$ cat config.mk
export PLATFORM = sky130hd
export DESIGN_NAME = rock_scheduler
export DESIGN_NICKNAME = d
export VERILOG_FILES = /design/src/rtl/rock_scheduler.sv
export SDC_FILE = /design/constraint.sdc
export NUM_CORES = 1
export LEC_CHECK = 0
export CAP_MARGIN = 20
export CORE_MARGIN = 2
export CORE_UTILIZATION = 45
export DETAILED_ROUTE_END_ITERATION = 12
export DONT_BUFFER_PORTS = 1
export GPL_ROUTABILITY_DRIVEN = 0
export SYNTH_ARGS = -nofsm -noshare
export SYNTH_HDL_FRONTEND = slang
export SYNTH_SLANG_ARGS = --single-unit
$ cat constraint.sdc
create_clock -name clk -period 6 [get_ports clk]
set_input_delay 0 -clock clk [delete_from_list [all_inputs] [get_ports clk]]
set_output_delay 0 -clock clk [all_outputs]
set_load 0.05 [all_outputs]
$ cat src/rtl/rock_scheduler.sv
// rock_scheduler: closed-loop rocking-profile sequencer driven by stress-trend flags
// Inputs : clk, reset (async, active-high), start, stop, eval_tick, gedaald (decreased), gelijk (unchanged)
// Outputs: motor_en, mode (0 = off, 1..NUM_MODES), calm, alarm (sticky), state (debug encoding)
module rock_scheduler #(
  parameter int NUM_MODES    = 5,
  parameter int SETTLE_TICKS = 2,
  parameter int CALM_TICKS   = 4,
  parameter int SAME_LIMIT   = 3,
  parameter int MAX_CYCLES   = 2
) (
  input  logic       clk,
  input  logic       reset,
  input  logic       start,
  input  logic       stop,
  input  logic       eval_tick,
  input  logic       gedaald,
  input  logic       gelijk,
  output logic       motor_en,
  output logic [2:0] mode,
  output logic       calm,
  output logic       alarm,
  output logic [2:0] state
);
  typedef enum logic [2:0] {IDLE = 3'd0, SETTLE = 3'd1, EVAL = 3'd2, NEXT = 3'd3, CALM = 3'd4, ALARM = 3'd5} state_t;
  state_t     state_q, state_d;
  logic [2:0] mode_q, mode_d, last_good_q, last_good_d;
  logic       motor_en_q, motor_en_d, calm_q, calm_d, alarm_q, alarm_d;
  logic [3:0] settle_cnt_q, settle_cnt_d, calm_cnt_q, calm_cnt_d;
  logic [3:0] same_cnt_q, same_cnt_d, cycle_cnt_q, cycle_cnt_d;
  logic       dec, same, rose;
  assign dec  = eval_tick & gedaald;
  assign same = eval_tick & ~gedaald & gelijk;
  assign rose = eval_tick & ~gedaald & ~gelijk;
  always_comb begin
    state_d      = state_q;
    mode_d       = mode_q;
    last_good_d  = last_good_q;
    motor_en_d   = motor_en_q;
    calm_d       = calm_q;
    alarm_d      = alarm_q;
    settle_cnt_d = settle_cnt_q;
    calm_cnt_d   = calm_cnt_q;
    same_cnt_d   = same_cnt_q;
    cycle_cnt_d  = cycle_cnt_q;
    case (state_q)
      IDLE: if (start) begin
        state_d      = SETTLE;
        mode_d       = 3'd1;
        motor_en_d   = 1'b1;
        cycle_cnt_d  = '0;
        settle_cnt_d = '0;
      end
      SETTLE: if (eval_tick) begin
        settle_cnt_d = settle_cnt_q + 4'd1;
        if (settle_cnt_q + 4'd1 == 4'(SETTLE_TICKS)) begin
          state_d      = EVAL;
          settle_cnt_d = '0;
          calm_cnt_d   = '0;
          same_cnt_d   = '0;
        end
      end
      EVAL: begin
        if (dec) begin
          calm_cnt_d  = calm_cnt_q + 4'd1;
          same_cnt_d  = '0;
          last_good_d = mode_q;
          if (calm_cnt_q + 4'd1 == 4'(CALM_TICKS)) begin
            state_d    = CALM;
            mode_d     = '0;
            motor_en_d = 1'b0;
            calm_d     = 1'b1;
          end
        end else if (same) begin
          same_cnt_d = same_cnt_q + 4'd1;
          calm_cnt_d = '0;
          if (same_cnt_q + 4'd1 == 4'(SAME_LIMIT)) state_d = NEXT;
        end else if (rose) state_d = NEXT;
      end
      NEXT: begin
        state_d      = SETTLE;
        settle_cnt_d = '0;
        if (mode_q < 3'(NUM_MODES)) mode_d = mode_q + 3'd1;
        else if (cycle_cnt_q + 4'd1 == 4'(MAX_CYCLES)) begin
          state_d    = ALARM;
          mode_d     = '0;
          motor_en_d = 1'b0;
          alarm_d    = 1'b1;
        end else begin
          mode_d      = 3'd1;
          cycle_cnt_d = cycle_cnt_q + 4'd1;
        end
      end
      CALM: if (rose) begin
        state_d      = SETTLE;
        mode_d       = last_good_q;
        motor_en_d   = 1'b1;
        calm_d       = 1'b0;
        cycle_cnt_d  = '0;
        settle_cnt_d = '0;
      end
      ALARM: ;
      default: state_d = IDLE;
    endcase
    if (stop) begin
      state_d      = IDLE;
      mode_d       = '0;
      last_good_d  = 3'd1;
      motor_en_d   = 1'b0;
      calm_d       = 1'b0;
      alarm_d      = 1'b0;
      settle_cnt_d = '0;
      calm_cnt_d   = '0;
      same_cnt_d   = '0;
      cycle_cnt_d  = '0;
    end
  end
  always_ff @(posedge clk or posedge reset) begin
    if (reset) begin
      state_q      <= IDLE;
      mode_q       <= '0;
      last_good_q  <= 3'd1;
      motor_en_q   <= 1'b0;
      calm_q       <= 1'b0;
      alarm_q      <= 1'b0;
      settle_cnt_q <= '0;
      calm_cnt_q   <= '0;
      same_cnt_q   <= '0;
      cycle_cnt_q  <= '0;
    end else begin
      state_q      <= state_d;
      mode_q       <= mode_d;
      last_good_q  <= last_good_d;
      motor_en_q   <= motor_en_d;
      calm_q       <= calm_d;
      alarm_q      <= alarm_d;
      settle_cnt_q <= settle_cnt_d;
      calm_cnt_q   <= calm_cnt_d;
      same_cnt_q   <= same_cnt_d;
      cycle_cnt_q  <= cycle_cnt_d;
    end
  end
  assign state    = state_q;
  assign mode     = mode_q;
  assign motor_en = motor_en_q;
  assign calm     = calm_q;
  assign alarm    = alarm_q;
endmodule

==> run metrics <==
status complete, no violations; Endpoint, Worst Hold calm_cnt_q[1]; full die area ~0.005 mm²; first-pass GRT wire length between 7 and 8 mm; GRT Total Usage a little under a fifth; sum of overflow across all layers after global routing 0; Slew HR roughly 36%; TritonCTS Buffers 3; HPWL after detailed placement between 3 and 4 mm; Lkg Pwr 0.000907 µW; portion of the post-synthesis area used by sequential elements a little over a third; internal portion of total power ~350 µW; mean area per synthesized cell roughly 9 µm²; Ant. Diodes 0; vias post-DR 1623; die boundary width roughly 70 µm; Final TNS setup 0 ns; netlist area before placement 0.00196 mm²; violation count after the first detailed-routing iteration 84; Max H-tree Level 1; maximum number of pins on one net before global-route repair 29; clock slew seen by the registers of the worst setup and hold paths 0.10 ns; switching power of the nets approximately 240 µW; HP Start gedaald; Cells on Worst Hold Path 2; number of port buffers 0; required time of the critical path ~6.2 ns; count of pins over their slew limit 0; count of final setup violators 0; peak clock frequency supported by timing 388 MHz; fraction of synthesis flops using an asynchronous set or reset pin between 90% and 100%; Post-DRT Antenna Nets 0; fraction of layout instances using a drive strength above 1 a little over 10%; final critical delay including setup and external delays 2.57 ns; clock insertion delay at the later pin of the skew report ~0.28 ns; Worst IR Drop VDD 0.154 mV; Worst Max-Slew Pin Slew between 0.9 and 1 ns; logic gate share of total power a little under a third; Maximum Capacitance Violations 0; class of the most critical setup path reg -> reg; total wirelength of the detailed-routed design 4.30 mm; number of top-level pins 16; number of search-and-repair iterations in the first detailed-routing pass 4; antenna violations before repair 0; clock tree from TritonCTS yes; Warnings, synthesis 0; net count of the mapped netlist between 200 and 250; Final Total Pwr 589 µW; vias in the first global route roughly 1600; most used flip-flop cell after synthesis dfrtp_1; Initial Utilization a little under half; kind of path behind the tightest hold check in -> reg; share of the synthesized area in the top cell type between 30% and 40%; maximum buffer depth of the clock tree 2; core box area between 0.004 and 0.005 mm²; via density per instance between 6 and 7; maximum fanout encountered on the critical timing path 18; final clock period utilization by the worst path a little over two fifths; placement row count 23; Synth Instances about 220; clock root cell clkbuf_8; area growth from synthesis to layout 6.64%; relative contribution of sequential cells to total power about half; Startpoint Class flip-flop; Pwr per Cell Area 282 mW/mm²; most repeated cell in the gate-level netlist after synthesis dfrtp_1; area leader, netlist dfrtp_1; Clock Sinks 28; Sw Ratio 41.3%; drt drc 0; CTS resizes 0; setup repair after global routing missed its margin no; average wire per standard cell around 16 µm; startpoint of the worst-slack reg-to-reg timing path state[2]; total of flip-flops plus latches after synthesis 28; Post-synth EDFFs 0; FF-to-FF path depth 5; clock power share 20.1%; synth top area cells dfrtp_1, ha_1, nand2_1; Distinct cells, synth 57; ranking of synthesized cells by instance count dfrtp_1, nand2_1, nor2_1; capture instance of the worst register-to-register path same_cnt_q[2]; nature of the critical path endpoint flip-flop; setup clock skew after layout around 0.0034 ns; Die Ht around 70 µm; Data arrival, critical path between 2 and 3 ns; flop-to-flop setup slack 3.43 ns; final net count between 200 and 250; number of hold violations in the final report 0; Fill cells 392
==> state kept, by name, summed over array words and instances (netlist names), 3 cells and up <==
register      cells
last_good_q       3
same_cnt_q        4
cycle_cnt_q       4
mode              3
state             3
settle_cnt_q      4
calm_cnt_q        4
==> power by group through the flow <==
stage                     sequential (µW)  combinational [µW]  clock, µW
after CTS                             291                 178        120
after global routing                  297                 199        130
final                                 290                 181        118
after floorplan                       275                 171          0
after global placement                293                 169          0
after detailed placement              294                 173          0
==> logic make-up after synthesis <==
family / Yosys count / share of synthesized area [%]
flip-flops: 28 / 35.8
AND/OR/NAND/NOR: 93 / 27.3
buffers and inverters: 19 / 4.92
adder cells (fa/ha/maj): 9 / 5.75
XOR/XNOR: 1 / 0.447
multiplexers: 6 / 3.77
AO/OA/AOI/OAI: 60 / 22.0
==> layer usage <==
metal	vias to the layer above	wire length, µm	global-route usage, %	share of wire (%)
met2	40	2020	29.5	47
met4	0	15	3.85	0.35
met1	787	1950	24.6	45
li1	794	-	-	-
met5	-	0	0	0
met3	2	314	4.18	7.3
==> metrics by stage <==
stage | cell area [µm²] | util, % | worst slack (ns) | cells | hold slack (ns)
after detailed placement | 1970 | 48.1 | 3.44 | 258 | 0.0712
final | 2090 | 51.1 | 3.43 | 267 | 0.0720
after global routing | 2090 | 51.1 | 3.28 | 267 | 0.0915
after CTS | 2060 | 50.5 | 3.42 | 266 | 0.0769
after global placement | 1970 | 48.1 | 3.51 | 258 | 0.0677
after floorplan | 1960 | - | 3.78 | 216 | 0.0647
==> cells in the final DEF (no fill, tap or decap), types with 4 or more instances in the layout <==
| cell type | instances |
|---|---|
| nor2_1 | 17 |
| o31ai_1 | 4 |
| and3_1 | 4 |
| nor3_1 | 6 |
| o21ai_1 | 15 |
| ha_1 | 9 |
| nand3_1 | 11 |
| inv_1 | 11 |
| nand2_1 | 24 |
| dfrtp_1 | 27 |
| o21ai_0 | 4 |
| nand2b_1 | 5 |
| a21oi_1 | 9 |
| clkbuf_8 | 4 |
| dlygate4sd3_1 | 4 |
==> worst max-delay path, stage by stage, from the launching register on <==
cell and delay (ns):
dfrtp_1 0.76, or4b_4 0.72, or2_4 0.29, o211ai_2 0.43, or2_4 0.22, o21ai_2 0.05
==> timing repair <==
item	in CTS	in global routing
hold buffers	4	0
endpoints found under the setup margin	0	0
endpoints found under the hold margin	37	0
buffers inserted	0	0
==> cell type report <==
cell class                      instances  area [µm²]  share of cell area (%)
Timing Repair Buffer                    5        67.6                    3.23
Inverter                               11        41.3                    1.98
Multi-Input combinational cell        169        1160                    55.6
Clock buffer                            4        55.1                    2.63
Sequential cell                        28         702                    33.6
Tap cell                               50        62.6                    2.99
==> worst max path at each step <==
| stage | slack [ns] | endpoint | startpoint | depth (start not counted) |
|---|---|---|---|---|
| CTS | 3.42 | mode[0] | state[2] | 5 |
| global placement | 3.51 | mode[2] | state[2] | 5 |
| finish | 3.43 | same_cnt_q[2] | state[2] | 5 |
| floorplan | 3.78 | state[1] | state[0] | 6 |
| detailed placement | 3.44 | mode[0] | state[2] | 5 |
| global route | 3.28 | same_cnt_q[2] | state[2] | 5 |
Note: power is estimated with default switching activity, not from simulation.
